**src/rtl/lsu_fence_ctrl.sv**
```systemverilog
// Per-warp outstanding memory request tracker with a single-fence sequencer.
// Issue is back-pressured at DEPTH outstanding requests or while that warp is fenced.
//
// state | meaning
// ------+---------------------------------------------------------------
// IDLE  | no fence in flight; a new fence is accepted
// DRAIN | fence latched; requests to fence_wid are blocked until its count is 0
// DONE  | completion presented to the scheduler; held until fence_done_ready_i
module lsu_fence_ctrl #(
   parameter int NUM_WARP = 8,
   parameter int WID_W    = $clog2(NUM_WARP),
   parameter int DEPTH    = 4,
   parameter int CNT_W    = $clog2(DEPTH+1)
) (
   input  logic                clk,
   input  logic                rst_n,
   input  logic                req_valid_i,
   input  logic [WID_W-1:0]    req_wid_i,
   output logic                req_ready_o,
   input  logic                rsp_valid_i,
   input  logic [WID_W-1:0]    rsp_wid_i,
   input  logic                fence_valid_i,
   input  logic [WID_W-1:0]    fence_wid_i,
   output logic                fence_ready_o,
   output logic                fence_done_valid_o,
   output logic [WID_W-1:0]    fence_done_wid_o,
   input  logic                fence_done_ready_i,
   output logic [NUM_WARP-1:0] busy_o,
   output logic [NUM_WARP-1:0] full_o,
   output logic                underflow_o
);

   localparam logic [1:0] IDLE  = 2'd0;
   localparam logic [1:0] DRAIN = 2'd1;
   localparam logic [1:0] DONE  = 2'd2;

   logic [1:0]          state;
   logic [1:0]          state_nxt;
   logic [WID_W-1:0]    fence_wid;
   logic [CNT_W-1:0]    cnt [NUM_WARP];
   logic [NUM_WARP-1:0] inc_vec;
   logic [NUM_WARP-1:0] dec_vec;
   logic                req_fire;
   logic                fence_fire;
   logic                fence_block;
   logic                underflow_nxt;

   always_comb begin
      busy_o = '0;
      full_o = '0;
      for (int w = 0; w < NUM_WARP; w++) begin
         busy_o[w] = (cnt[w] != '0);
         full_o[w] = (cnt[w] == CNT_W'(DEPTH));
      end
   end

   // The fence blocks its own warp from DRAIN until completion is consumed.
   assign fence_block   = (state != IDLE) && (fence_wid == req_wid_i);
   assign req_ready_o   = !full_o[req_wid_i] && !fence_block;
   assign req_fire      = req_valid_i && req_ready_o;
   assign fence_ready_o = (state == IDLE);
   assign fence_fire    = fence_valid_i && fence_ready_o;

   assign fence_done_valid_o = (state == DONE);
   assign fence_done_wid_o   = fence_wid;

   always_comb begin
      inc_vec = '0;
      dec_vec = '0;
      for (int w = 0; w < NUM_WARP; w++) begin
         inc_vec[w] = req_fire && (req_wid_i == WID_W'(w));
         dec_vec[w] = rsp_valid_i && (rsp_wid_i == WID_W'(w)) && (cnt[w] != '0);
      end
   end

   assign underflow_nxt = rsp_valid_i && (cnt[rsp_wid_i] == '0);

   always_ff @(posedge clk or negedge rst_n) begin
      if (!rst_n) begin
         for (int w = 0; w < NUM_WARP; w++) cnt[w] <= '0;
         underflow_o <= 1'b0;
      end else begin
         for (int w = 0; w < NUM_WARP; w++) begin
            if (inc_vec[w] && !dec_vec[w]) cnt[w] <= cnt[w] + CNT_W'(1);
            else if (dec_vec[w] && !inc_vec[w]) cnt[w] <= cnt[w] - CNT_W'(1);
         end
         underflow_o <= underflow_nxt;
      end
   end

   always_comb begin
      state_nxt = state;
      case (state)
         IDLE:    if (fence_fire) state_nxt = DRAIN;
         DRAIN:   if (cnt[fence_wid] == '0) state_nxt = DONE;
         DONE:    if (fence_done_ready_i) state_nxt = IDLE;
         default: state_nxt = IDLE;
      endcase
   end

   always_ff @(posedge clk or negedge rst_n) begin
      if (!rst_n) begin
         state     <= IDLE;
         fence_wid <= '0;
      end else begin
         state <= state_nxt;
         if (fence_fire) fence_wid <= fence_wid_i;
      end
   end

endmodule

```
**config.mk**
```make
export PLATFORM = sky130hd
export DESIGN_NAME = lsu_fence_ctrl
export DESIGN_NICKNAME = d
export VERILOG_FILES = /design/src/rtl/lsu_fence_ctrl.sv
export SDC_FILE = /design/constraint.sdc
export NUM_CORES = 1
export LEC_CHECK = 0
export ABC_AREA = 1
export BUFFER_PORTS_ARGS = -buffer_cell sky130_fd_sc_hd__buf_2
export CELL_PAD_IN_SITES_DETAIL_PLACEMENT = 1
export CELL_PAD_IN_SITES_GLOBAL_PLACEMENT = 1
export CORE_ASPECT_RATIO = 0.75
export CORE_MARGIN = 3
export CORE_UTILIZATION = 44
export DETAILED_ROUTE_END_ITERATION = 6
export HOLD_SLACK_MARGIN = 0.15
export PLACE_DENSITY_LB_ADDON = 0.1
export RECOVER_POWER = 100
export SYNTH_ARGS = -nofsm -noshare
export SYNTH_HDL_FRONTEND = slang
export SYNTH_SLANG_ARGS = --single-unit
```
**constraint.sdc**
```tcl
create_clock -name clk -period 3.5 [get_ports clk]
set_input_delay 0.175 -clock clk [delete_from_list [all_inputs] [get_ports clk]]
set_output_delay 0.175 -clock clk [all_outputs]
set_load 0.05 [all_outputs]
```
==> results of run 1 <==
routing by layer:
metal / vias to the layer above / GRT usage (%)
met1: 907 / 29.5
met2: 30 / 34.8
met4: 0 / 8.30
met3: 7 / 4.01
li1: 928 / -
met5: - / 0
synthesized netlist by cell type (all sizes together):
cell type and instances:
a21oi 17, fa 8, ha 8, buf 2
inv 43, nand2 54, nand4 2, nand3 26
mux2 6, nor3 6, o22ai 1, nor2 38
and2 1, dfrtp 30, o31ai 1, xnor2 8
xor2 8, o21ai 9
cell type report:
class                           count  area (um2)
Clock buffer                        6        82.6
Fill cell                         622        2140
Inverter                           43         161
Multi-Input combinational cell    193        1150
Sequential cell                    30         751
Tap cell                           57        71.3
Timing Repair Buffer               38         165
through the flow:
stage                     util, %  worst slack [ns]  std cells  hold WS (ns)
after floorplan                 -             0.394        268        -0.121
final                        52.7             0.878        367         0.153
after global routing         52.7             0.595        367         0.199
after global placement       51.6              1.11        360         0.262
after detailed placement     51.6              1.05        360         0.263
after CTS                    53.7              1.04        367         0.152
power groups by stage:
stage | Sequential, W | Combinational, W | Clock, W
floorplan | 0.000734 | 0.000890 | 0
global placement | 0.000723 | 0.00119 | 0
detailed placement | 0.000732 | 0.00123 | 0
CTS | 0.000726 | 0.00124 | 0.000289
global route | 0.000763 | 0.00131 | 0.000301
finish | 0.000723 | 0.00119 | 0.000280
worst register-to-register path, delay by kind of cell, from the launching register on:
family	cells	cell delay [ns]
simple gates	7	0.95
fa+ha+maj	2	0.54
flops	1	0.42
compound gates	2	0.26
buf+inv	2	0.17
xor+xnor	1	0.15
flip-flops by register name (all words and copies together), names as in the netlist:
name and flops:
underflow_o 1, cnt 24, state 2, fence_done_wid_o 3
logic make-up (layout without fill, tap and decap cells):
| family | after synthesis | after routing | share of synthesized area [%] |
|---|---|---|---|
| DFF | 30 | 30 | 35.8 |
| and+or+nand+nor | 127 | 127 | 26.3 |
| buffers and inverters | 45 | 87 | 8.60 |
| xor gates and xnor gates | 16 | 16 | 6.69 |
| adders and majority gates | 16 | 16 | 12.4 |
| AOI/OAI and AO/OA | 28 | 28 | 6.87 |
| muxes | 6 | 6 | 3.23 |
path summary, 6_finish.rpt:
kind / startpoint / cells after the start / end / slack [ns]
hold / removal: fence_wid_i[0] / 3 / fence_done_wid_o[0] / 0.15
min in group asynchronous: rst_n / 2 / state[0] / 0.87
setup / recovery: cnt[15] / 14 / cnt[14] / 0.88
max in group asynchronous: rst_n / 2 / cnt[14] / 1.65
setup reg to reg: cnt[15] / 14 / cnt[14] / 0.88
hold reg to reg: cnt[3] / 1 / cnt[3] / 0.53
==> key figures, run 1 <==
Pwr
  – Power consumption: roughly 0.0022 W
  – Reg power frac: 33.0%
  – Leakage: 1.11 nW
  – Switching part of the total: roughly 54%
  – Max VDD drop: approximately 0.00040 V
  – Clk pwr share: about 13%
  – Pwr per Cell Area: roughly 900 nW/um2
  – Sw Pwr: around 0.0012 W
  – Combinational Power Share: 54.2%
  – Int Power: around 0.0010 W

Worst setup path
  – Crit path max-delay family: simple AND/OR/NAND/NOR gates
  – Kind of critical path: register to register
  – CP Data Arrival Time: roughly 2.8 ns
  – Crit-path slowest cell: dfrtp_1
  – CP Capture Type: register
  – Worst path most repeated cell: nor2_1
  – Critical Path Max Stage Delay: ~0.42 ns
  – CP Max Fanout: 8
  – Crit path buf inv count: 2
  – CP required: 3.67 ns
  – Crit path cell chain: inv_1 -> nand3_1 -> nor2_1 -> nor2_1 -> nand3_2 -> nand2_2 -> nand3_1 -> nor2_1 -> ha_1 -> inv_1 -> fa_1 -> a21oi_1 -> o21ai_0 -> xor2_1
  – CP Launch Type: register

Floorplanning
  – I/O pin count: 38
  – Rows: 21
  – Placeable Area: 4520 um2
  – Die width: between 80 and 90 um
  – Initial Util: about 46%
  – Area of the die: between 5000 and 6000 um2
  – Die Y: between 60 and 70 um

Detailed routing
  – Met2 WL: ~2600 um
  – DRC: 0
  – DR top layer: met4
  – 1st-iter DRT viols: 53
  – Routed len/inst: between 15 and 20 um
  – Vias/cell: ~5.1
  – Met3 WL post-DR: 179 um
  – Routed met1 length: about 2700 um
  – Routed wire length: 5540 um
  – Via count: ~1900
  – Post-route ant nets: 0
  – TritonRoute pass-1 iters: 4

CTS
  – CTS Sinks: 30
  – Clk slew on worst S/H paths: ~0.060 ns
  – H-tree depth: 2
  – Hold Buf Count CTS: 1
  – Total setup buffers inserted after CTS: 0
  – Root Driver: clkbuf_8
  – Post-cts sizing count: 0
  – Worst-skew pair later-pin latency: 0.29 ns
  – Worst-case clock buffer depth: 2
  – CTS tree: done
  – CTS Buf Count: 5

Global routing
  – Vias in the first global route: between 1500 and 2000
  – Largest net degree at the start of global routing: 31
  – Overall Global Routing Usage: between 20% and 30%
  – Overflow after GRT: 0
  – Initial antenna violation count: 0
  – First-pass GRT wire length: 9300 um

Yosys
  – Mapped Cells: approximately 270
  – Number of synthesis warnings: 0
  – #FFs+latches synth: 30
  – Cell Area, Synth: 2090 um2
  – Mean Syn Cell Area: slightly below 8 um2
  – Cells taking the most area after synthesis: dfrtp_1 (36%), nand2_1 (9.5%), fa_1 (7.6%)
  – Netlist cell types: 25
  – Seq/Total Area, Yosys: 35.8%
  – Synth area leader: dfrtp_1
  – Post-synth top area share: 35.8%
  – Post-Syn Nets: 299

Final layout
  – Most common cell after layout, fill and taps aside: nand2_1
  – Layout Cell Area excl Fill: roughly 2400 um2
  – Antenna diode count: 0
  – Area delta synth->final: 13.7%
  – Most frequent cells in the layout: nand2_1 (53), inv_1 (40), nor2_1 (37)
  – NumNets Final: between 300 and 400
  – Layout cells sized above 1: about a tenth

STA
  – Pins Over Slew Limit: 31
  – Fin. Hold Viols: 0
  – Tmin final: approximately 2.6 ns
  – Max Clock Freq: 381 MHz
  – Least-Margin Pin Slew: 1.70 ns
  – Fin Clk Skew: 0.00263 ns
  – RSZ-0062 raised after global routing: no
  – Final period util: about 75%
  – Setup TNS: 0 ns
  – Worst slew margin relative to its limit: -13.1%
  – Setup-failing EPs final: 0

Place
  – IO Port Bufs: 37
  – Detailed placer's ending HPWL: ~4500 um
  – Placed Area: 2330 um2
  – Placer Congestion: 0.800

Flow run
  – Max cap viols: 1

Run status
  – Status: finished, violations left
  – Violated checks: capacitance limit, slew limit

Hold path
  – HP Class: input port to register
No activity file was read; power rests on OpenSTA's default activity.
==> run 2: changes to the inputs <==
--- a/config.mk
+++ b/config.mk
@@ -5,13 +5,13 @@
 export SDC_FILE = /design/constraint.sdc
 export NUM_CORES = 1
 export LEC_CHECK = 0
-export ABC_AREA = 1
+export ABC_AREA = 0
 export BUFFER_PORTS_ARGS = -buffer_cell sky130_fd_sc_hd__buf_2
 export CELL_PAD_IN_SITES_DETAIL_PLACEMENT = 1
 export CELL_PAD_IN_SITES_GLOBAL_PLACEMENT = 1
 export CORE_ASPECT_RATIO = 0.75
 export CORE_MARGIN = 3
-export CORE_UTILIZATION = 44
+export CORE_UTILIZATION = 39
 export DETAILED_ROUTE_END_ITERATION = 6
 export HOLD_SLACK_MARGIN = 0.15
 export PLACE_DENSITY_LB_ADDON = 0.1
==> constraint.sdc (replaced) <==
create_clock -name clk -period 2.3 [get_ports clk]
set_input_delay 0.115 -clock clk [delete_from_list [all_inputs] [get_ports clk]]
set_output_delay 0.115 -clock clk [all_outputs]
set_load 0.05 [all_outputs]
==> key figures, run 2 <==
CTS
  – Clk slew on worst S/H paths: 0.07 ns (about the same)
  – CTS Sinks: 30 (unchanged)
  – Worst-case clock buffer depth: 2 (unchanged)
  – H-tree depth: 2 (unchanged)
  – Root Driver: clkbuf_8
  – CTS Buf Count: 5 (unchanged)
  – Worst-skew pair later-pin latency: 0.29 ns (about the same)
  – CTS tree: done

Worst setup path
  – CP Data Arrival Time: 2.69 ns (-0.10 ns)
  – CP Max Fanout: 5 (-3)
  – CP Capture Type: register
  – Reg2Reg Setup Slack: -0.19 ns (-1.07 ns)
  – CP required: 2.51 ns (-1.16 ns)
  – CP Launch Type: register
  – Cells on worst reg2reg path: 10 (-4)
  – RR Startpoint: cnt[23]
  – Kind of critical path: register to register
  – Reg-to-reg endpoint: cnt[20]

Global routing
  – First-pass GRT wire length: 10100 um (+9.1%)
  – Largest net degree at the start of global routing: 31 (unchanged)
  – Overflow after GRT: 0 (unchanged)
  – Overall Global Routing Usage: 22.7% (+0.96 points)
  – Vias in the first global route: 1986 (+1.3%)
  – Initial antenna violation count: 0 (unchanged)

STA
  – Setup TNS: -1.57 ns (-1.57 ns)
  – Tmin final: 2.49 ns (-0.135 ns)
  – RSZ-0062 raised after global routing: yes
  – Least-Margin Pin Slew: 1.76 ns (+0.0680 ns)
  – Fin. Hold Viols: 0 (unchanged)
  – Max Clock Freq: 402 MHz (+5.4%)
  – Fin Clk Skew: 0.00398 ns (+0.00135 ns)
  – Setup-failing EPs final: 14 (+14)
  – Fin Hold WS: 0.147 ns (-0.00674 ns)
  – Final period util: 108% (+33 points)
  – Pins Over Slew Limit: 31 (unchanged)
  – Post-route worst setup slack: -0.188 ns (-1.07 ns)
  – Worst slew margin relative to its limit: -17.6% (-4.5 points)

Floorplanning
  – Area of the die: 5980 um2 (+6.1%)
  – Die Y: 67.7 um (+3.0%)
  – Initial Util: 42.3% (-4.0 points)
  – Placeable Area: 4680 um2 (+3.5%)
  – I/O pin count: 38 (unchanged)
  – Rows: 21 (unchanged)
  – Die width: 88.3 um (+3.1%)

Flow run
  – Max cap viols: 1 (unchanged)

Pwr
  – Switching part of the total: 47.9% (-6.5 points)
  – Int Power: 0.00224 W (+120%)
  – Pwr per Cell Area: 1470 nW/um2 (+60%)
  – Sw Pwr: 0.00206 W (+73%)
  – Power consumption: 0.00430 W (+96%)
  – Combinational Power Share: 66.2% (+12 points)
  – Max VDD drop: 0.000705 V (+78%)
  – Reg power frac: 23.9% (-9.1 points)
  – Leakage: 1.29 nW (+16%)
  – Clk pwr share: 9.8% (-3.0 points)

Final layout
  – NumNets Final: 318 (-7.0%)
  – Area delta synth->final: 47.6%
  – Largest register by flop count: cnt
  – Antenna diode count: 0 (unchanged)
  – Most common cell after layout, fill and taps aside: buf_4
  – Layout cells sized above 1: 44.4% (+34 points)
  – Max reg flops: 24 (unchanged)
  – Most frequent cells in the layout: buf_4 (58), dfrtp_1 (26), clkbuf_1 (25)
  – Number of fillers in the final layout: 520 (-16%)

Detailed routing
  – Routed len/inst: 18.2 um (+20%)
  – 1st-iter DRT viols: 62 (+17%)
  – Met3 WL post-DR: 182 um (+1.7%)
  – Via count: 1823 (-2.6%)
  – TritonRoute pass-1 iters: 5 (+1)
  – Routed met1 length: 2870 um (+7.5%)
  – Post-route ant nets: 0 (unchanged)
  – Vias/cell: 5.28 (+3.6%)
  – Routed wire length: 6270 um (+13%)
  – DR top layer: met4
  – Met2 WL: 3150 um (+21%)
  – DRC: 0 (unchanged)

Run status
  – Violated checks: capacitance limit, slew limit, setup timing
  – Status: finished, violations left

Place
  – Place WS: -0.246 ns (-1.30 ns)
  – Placer Congestion: 0.794 (-0.79%)
  – Detailed placer's ending HPWL: 4680 um (+3.8%)
  – IO Port Bufs: 37 (unchanged)

Yosys
  – Synth area leader: dfrtp_1
  – Post-synth top area share: 37.9% (+2.1 points)
  – Commonest cells in the netlist: dfrtp_1 (30), xor2_1 (16), inv_1 (14), nor2_1 (14), mux2_2 (11)
  – Number of synthesis warnings: 0 (unchanged)
  – Mean Syn Cell Area: 10.8 um2 (+38%)
  – Mapped Cells: 184 (-31%)
  – EDFF count, synth: 0 (unchanged)
  – Seq/Total Area, Yosys: 37.9% (+2.1 points)
  – Post-Syn Nets: 215 (-28%)
  – Top_reg_cell synth: dfrtp_1
  – Cells taking the most area after synthesis: dfrtp_1 (38%), fa_1 (8.1%), xor2_1 (7.1%)
  – Synth async-reset ratio: 100% (unchanged)
  – Netlist cell types: 35 (+40%)
  – Count leader, synth: dfrtp_1
  – #FFs+latches synth: 30 (unchanged)
  – Cell Area, Synth: 1980 um2 (-5.4%)

Hold path
  – Worst Hold Launch: fence_valid_i
  – Hold depth: 3 (unchanged)
  – HP Class: input port to register
  – Sink of the worst hold path: state[0]
==> run 2: routing by layer <==
layer | up-vias | GRT usage, %
met4 | 0 | 6.60
met2 | 38 | 38.0
met3 | 9 | 4.02
met5 | - | 0
met1 | 931 | 30.4
li1 | 845 | -
==> run 2: worst max path at each step <==
stage | from | end | slack (ns) | depth (start not counted)
3_5_place_dp | cnt[23] | cnt[20] | -0.25 | 10
4_1_cts | cnt[20] | cnt[20] | -0.20 | 10
2_1_floorplan | cnt[19] | cnt[16] | -0.20 | 8
6_report | cnt[23] | cnt[20] | -0.19 | 10
3_3_place_gp | cnt[14] | cnt[17] | -0.09 | 10
5_1_grt | cnt[14] | cnt[20] | -0.32 | 10
==> run 2: critical path, cell delays in order, from the launching register on <==
cell and delay (ns):
dfrtp_1 0.40, nor3b_4 0.17, mux4_2 0.47, nand2b_4 0.20, nor3_4 0.13, ha_2 0.21, inv_2 0.04, fa_2 0.33
xor2_1 0.15, nor2_1 0.11, xor2_1 0.19
==> run 2: cell type report <==
class / count / area, um2 / share of cell area [%]
tap: 57 / 71.3 / 2.44
timing repair buffer: 100 / 643 / 22.0
inverter: 14 / 52.6 / 1.80
multi-input combinational: 136 / 1320 / 45.2
clock buffer: 8 / 80.1 / 2.74
sequential: 30 / 756 / 25.9
==> run 2: cell families after synthesis <==
kind of cell | share of synthesized area, %
adder cells (fa/ha/maj) | 13.1
AO/OA/AOI/OAI | 4.23
AND/OR/NAND/NOR | 19.5
flip-flops | 37.9
buffers and inverters | 3.41
XOR/XNOR | 11.5
multiplexers | 10.4
==> run 2: power groups by stage <==
stage / combinational, W / clock [W] / sequential, W
2_1_floorplan: 0.00152 / 0 / 0.00123
3_3_place_gp: 0.00261 / 0 / 0.00101
3_5_place_dp: 0.00275 / 0 / 0.00103
4_1_cts: 0.00282 / 0.000434 / 0.00103
5_1_grt: 0.00308 / 0.000456 / 0.00106
6_report: 0.00285 / 0.000423 / 0.00103
==> run 2: metrics by stage <==
step / std cells / util (%) / instance area, um2
final: 345 / 62.5 / 2920
after global routing: 345 / 62.5 / 2920
after CTS: 342 / 62.5 / 2920
after detailed placement: 324 / 58.1 / 2720
after global placement: 324 / 58.1 / 2720
after floorplan: 184 / - / 2120
==> run 2: what timing repair did <==
| item | 4_1_cts | 5_1_grt |
|---|---|---|
| cloned | 0 | 0 |
| hold buffers | 5 | 0 |
| endpoints found under the hold margin | 34 | 0 |
| endpoints found under the setup margin | 13 | 18 |
| resized for setup | 9 | 3 |
| buffers inserted | 5 | 3 |
| pin swaps | 11 | 13 |
==> run 3: changes to the inputs <==
--- a/config.mk
+++ b/config.mk
@@ -14,7 +14,7 @@
 export CORE_UTILIZATION = 39
 export DETAILED_ROUTE_END_ITERATION = 6
 export HOLD_SLACK_MARGIN = 0.15
-export PLACE_DENSITY_LB_ADDON = 0.1
+export PLACE_DENSITY = 0.82
 export RECOVER_POWER = 100
 export SYNTH_ARGS = -nofsm -noshare
 export SYNTH_HDL_FRONTEND = slang
==> key figures, run 3 (synthesis gave the netlist of run 2 again) <==
Run status
  – Status: finished, violations left
  – Violated checks: capacitance limit, slew limit, setup timing

STA
  – Pins Over Slew Limit: 31 (unchanged)
  – Final period util: 110% (+2.3 points)
  – Fin. Hold Viols: 0 (unchanged)
  – Fin Hold WS: 0.186 ns (+0.0398 ns)
  – Setup-failing EPs final: 15 (+1)
  – Fin Clk Skew: 0.00303 ns (-0.000941 ns)
  – Worst slew margin relative to its limit: -12.7% (+4.9 points)
  – RSZ-0062 raised after global routing: yes
  – Least-Margin Pin Slew: 1.69 ns (-0.0737 ns)
  – Tmin final: 2.54 ns (+0.0525 ns)
  – Max Clock Freq: 394 MHz (-2.1%)
  – Post-route worst setup slack: -0.240 ns (-0.0525 ns)
  – Setup TNS: -1.56 ns (+0.00797 ns)

Worst setup path
  – Kind of critical path: register to register
  – Crit path from: cnt[20]
  – CP Launch Type: register
  – RR Startpoint: cnt[20]
  – Critical Path Max Stage Delay: 0.47 ns (about the same)
  – Worst path most repeated cell: xor2_1
  – Crit-path slowest cell: mux4_2
  – CP Capture Type: register
  – CP Max Fanout: 5 (unchanged)
  – CP Data Arrival Time: 2.71 ns (+0.02 ns)
  – Crit path cell chain: nor3b_4 -> mux4_2 -> nand2b_4 -> nor3_4 -> ha_2 -> inv_2 -> fa_2 -> xor2_1 -> nor2_1 -> xor2_1
  – CP required: 2.47 ns (-0.04 ns)

Pwr
  – Leakage: 1.35 nW (+4.5%)
  – Max VDD drop: 0.000692 V (-1.8%)
  – Pwr per Cell Area: 1480 nW/um2 (+0.64%)

Global routing
  – Vias in the first global route: 2095 (+5.5%)
  – Overflow after GRT: 0 (unchanged)
  – First-pass GRT wire length: 10800 um (+6.3%)
  – Overall Global Routing Usage: 24.7% (+1.9 points)
  – Largest net degree at the start of global routing: 31 (unchanged)
  – Initial antenna violation count: 0 (unchanged)

Final layout
  – Most common cell after layout, fill and taps aside: buf_4
  – Largest register by flop count: cnt
  – Most frequent cells in the layout: buf_4 (63), dfrtp_1 (26), clkbuf_1 (23)
  – Max reg flops: 24 (unchanged)
  – Layout cells sized above 1: 51.2% (+6.7 points)
  – Antenna diode count: 0 (unchanged)
  – NumNets Final: 325 (+2.2%)
  – Area delta synth->final: 55.4%

Detailed routing
  – Vias/cell: 5.48 (+3.7%)
  – Routed wire length: 7740 um (+23%)
  – 1st-iter DRT viols: 117 (+89%)
  – Routed len/inst: 22.0 um (+21%)
  – TritonRoute pass-1 iters: 4 (-1)
  – Post-route ant nets: 0 (unchanged)
  – DRC: 0 (unchanged)
  – Via count: 1928 (+5.8%)

CTS
  – CTS Sinks: 30 (unchanged)
  – CTS Buf Count: 5 (unchanged)
  – Worst-skew pair later-pin latency: 0.29 ns (about the same)
  – Root Driver: clkbuf_8
  – H-tree depth: 2 (unchanged)
  – CTS tree: done
  – Worst-case clock buffer depth: 2 (unchanged)
  – Clk slew on worst S/H paths: 0.06 ns (about the same)

Place
  – Place WS: -0.241 ns (+0.00565 ns)
  – IO Port Bufs: 37 (unchanged)
  – Placer Congestion: 0.860 (+8.3%)
  – Detailed placer's ending HPWL: 4830 um (+3.2%)

Floorplanning
  – Area of the die: 5980 um2 (unchanged)
  – Initial Util: 42.3% (unchanged)
  – I/O pin count: 38 (unchanged)
  – Die width: 88.3 um (unchanged)
  – Rows: 21 (unchanged)
  – Die Y: 67.7 um (unchanged)
  – Placeable Area: 4680 um2 (unchanged)

Flow run
  – Max cap viols: 1 (unchanged)

Hold path
  – HP Class: input port to register
  – Worst Hold Launch: fence_done_ready_i
==> run 3: cell types whose count changed in the layout (fill, tap and decap cells not counted), moves of 2 or more <==
cell / before / now
nor2_1: 13 / 10
fa_2: 3 / 8
nor2_2: 0 / 2
fa_1: 5 / 0
clkbuf_1: 25 / 23
buf_4: 58 / 63
buf_2: 15 / 17
==> run 3: through the flow <==
step           instances  total power [W]  cell area (um2)  utilization, %
2_1_floorplan        184          0.00275             2120               -
3_3_place_gp         323          0.00363             2710            57.9
3_5_place_dp         323          0.00378             2710            57.9
4_1_cts              345          0.00434             2990            63.9
5_1_grt              352          0.00482             3080            65.8
6_report             352          0.00456             3080            65.8
==> run 3: layer usage <==
| metal | share of wire, % | up-vias | track usage [%] |
|---|---|---|---|
| met4 | 2.6 | 0 | 8.49 |
| li1 | - | 861 | - |
| met1 | 38 | 977 | 30.0 |
| met3 | 5.3 | 20 | 3.66 |
| met2 | 54 | 70 | 44.6 |
| met5 | 0 | - | 0 |
==> run 3: final cells by class <==
type / instances / area, um2
fill: 525 / 1600
multi-input combinational: 136 / 1410
sequential: 30 / 756
timing repair buffer: 107 / 704
clock buffer: 8 / 80.1
tap: 57 / 71.3
inverter: 14 / 52.6
==> run 3: power breakdown <==
group          switching, W  internal [W]  total [W]
Sequential         0.000233      0.000803    0.00104
Combinational       0.00178       0.00132    0.00310
Clock              0.000207      0.000215   0.000422
Total               0.00222       0.00233    0.00456
==> run 3: critical path, delay by kind of cell (launching register included) <==
kind	cells	cell delay, ns
XOR/XNOR	2	0.36
adder cells (fa/ha/maj)	2	0.56
buffers and inverters	1	0.05
flip-flops	1	0.40
multiplexers	1	0.47
AND/OR/NAND/NOR	4	0.59
==> run 3: worst paths after layout <==
check                           cells after the start                   to  slack, ns
worst max-delay path                               10              cnt[20]      -0.24
worst min-delay path                                3             state[1]       0.19
worst max register to register                     10              cnt[20]      -0.24
worst min register to register                      2              cnt[23]       0.55
max in group asynchronous                           2              cnt[18]       0.40
min in group asynchronous                           2  fence_done_wid_o[2]       0.80
==> run 3: timing repair <==
item / in CTS / in global routing
endpoints found under the hold margin: 34 / 0
resized for setup: 20 / 12
setup endpoints to repair: 16 / 18
pin swaps: 15 / 29
hold buffers: 6 / 0
gates cloned: 0 / 0
setup buffers: 8 / 7
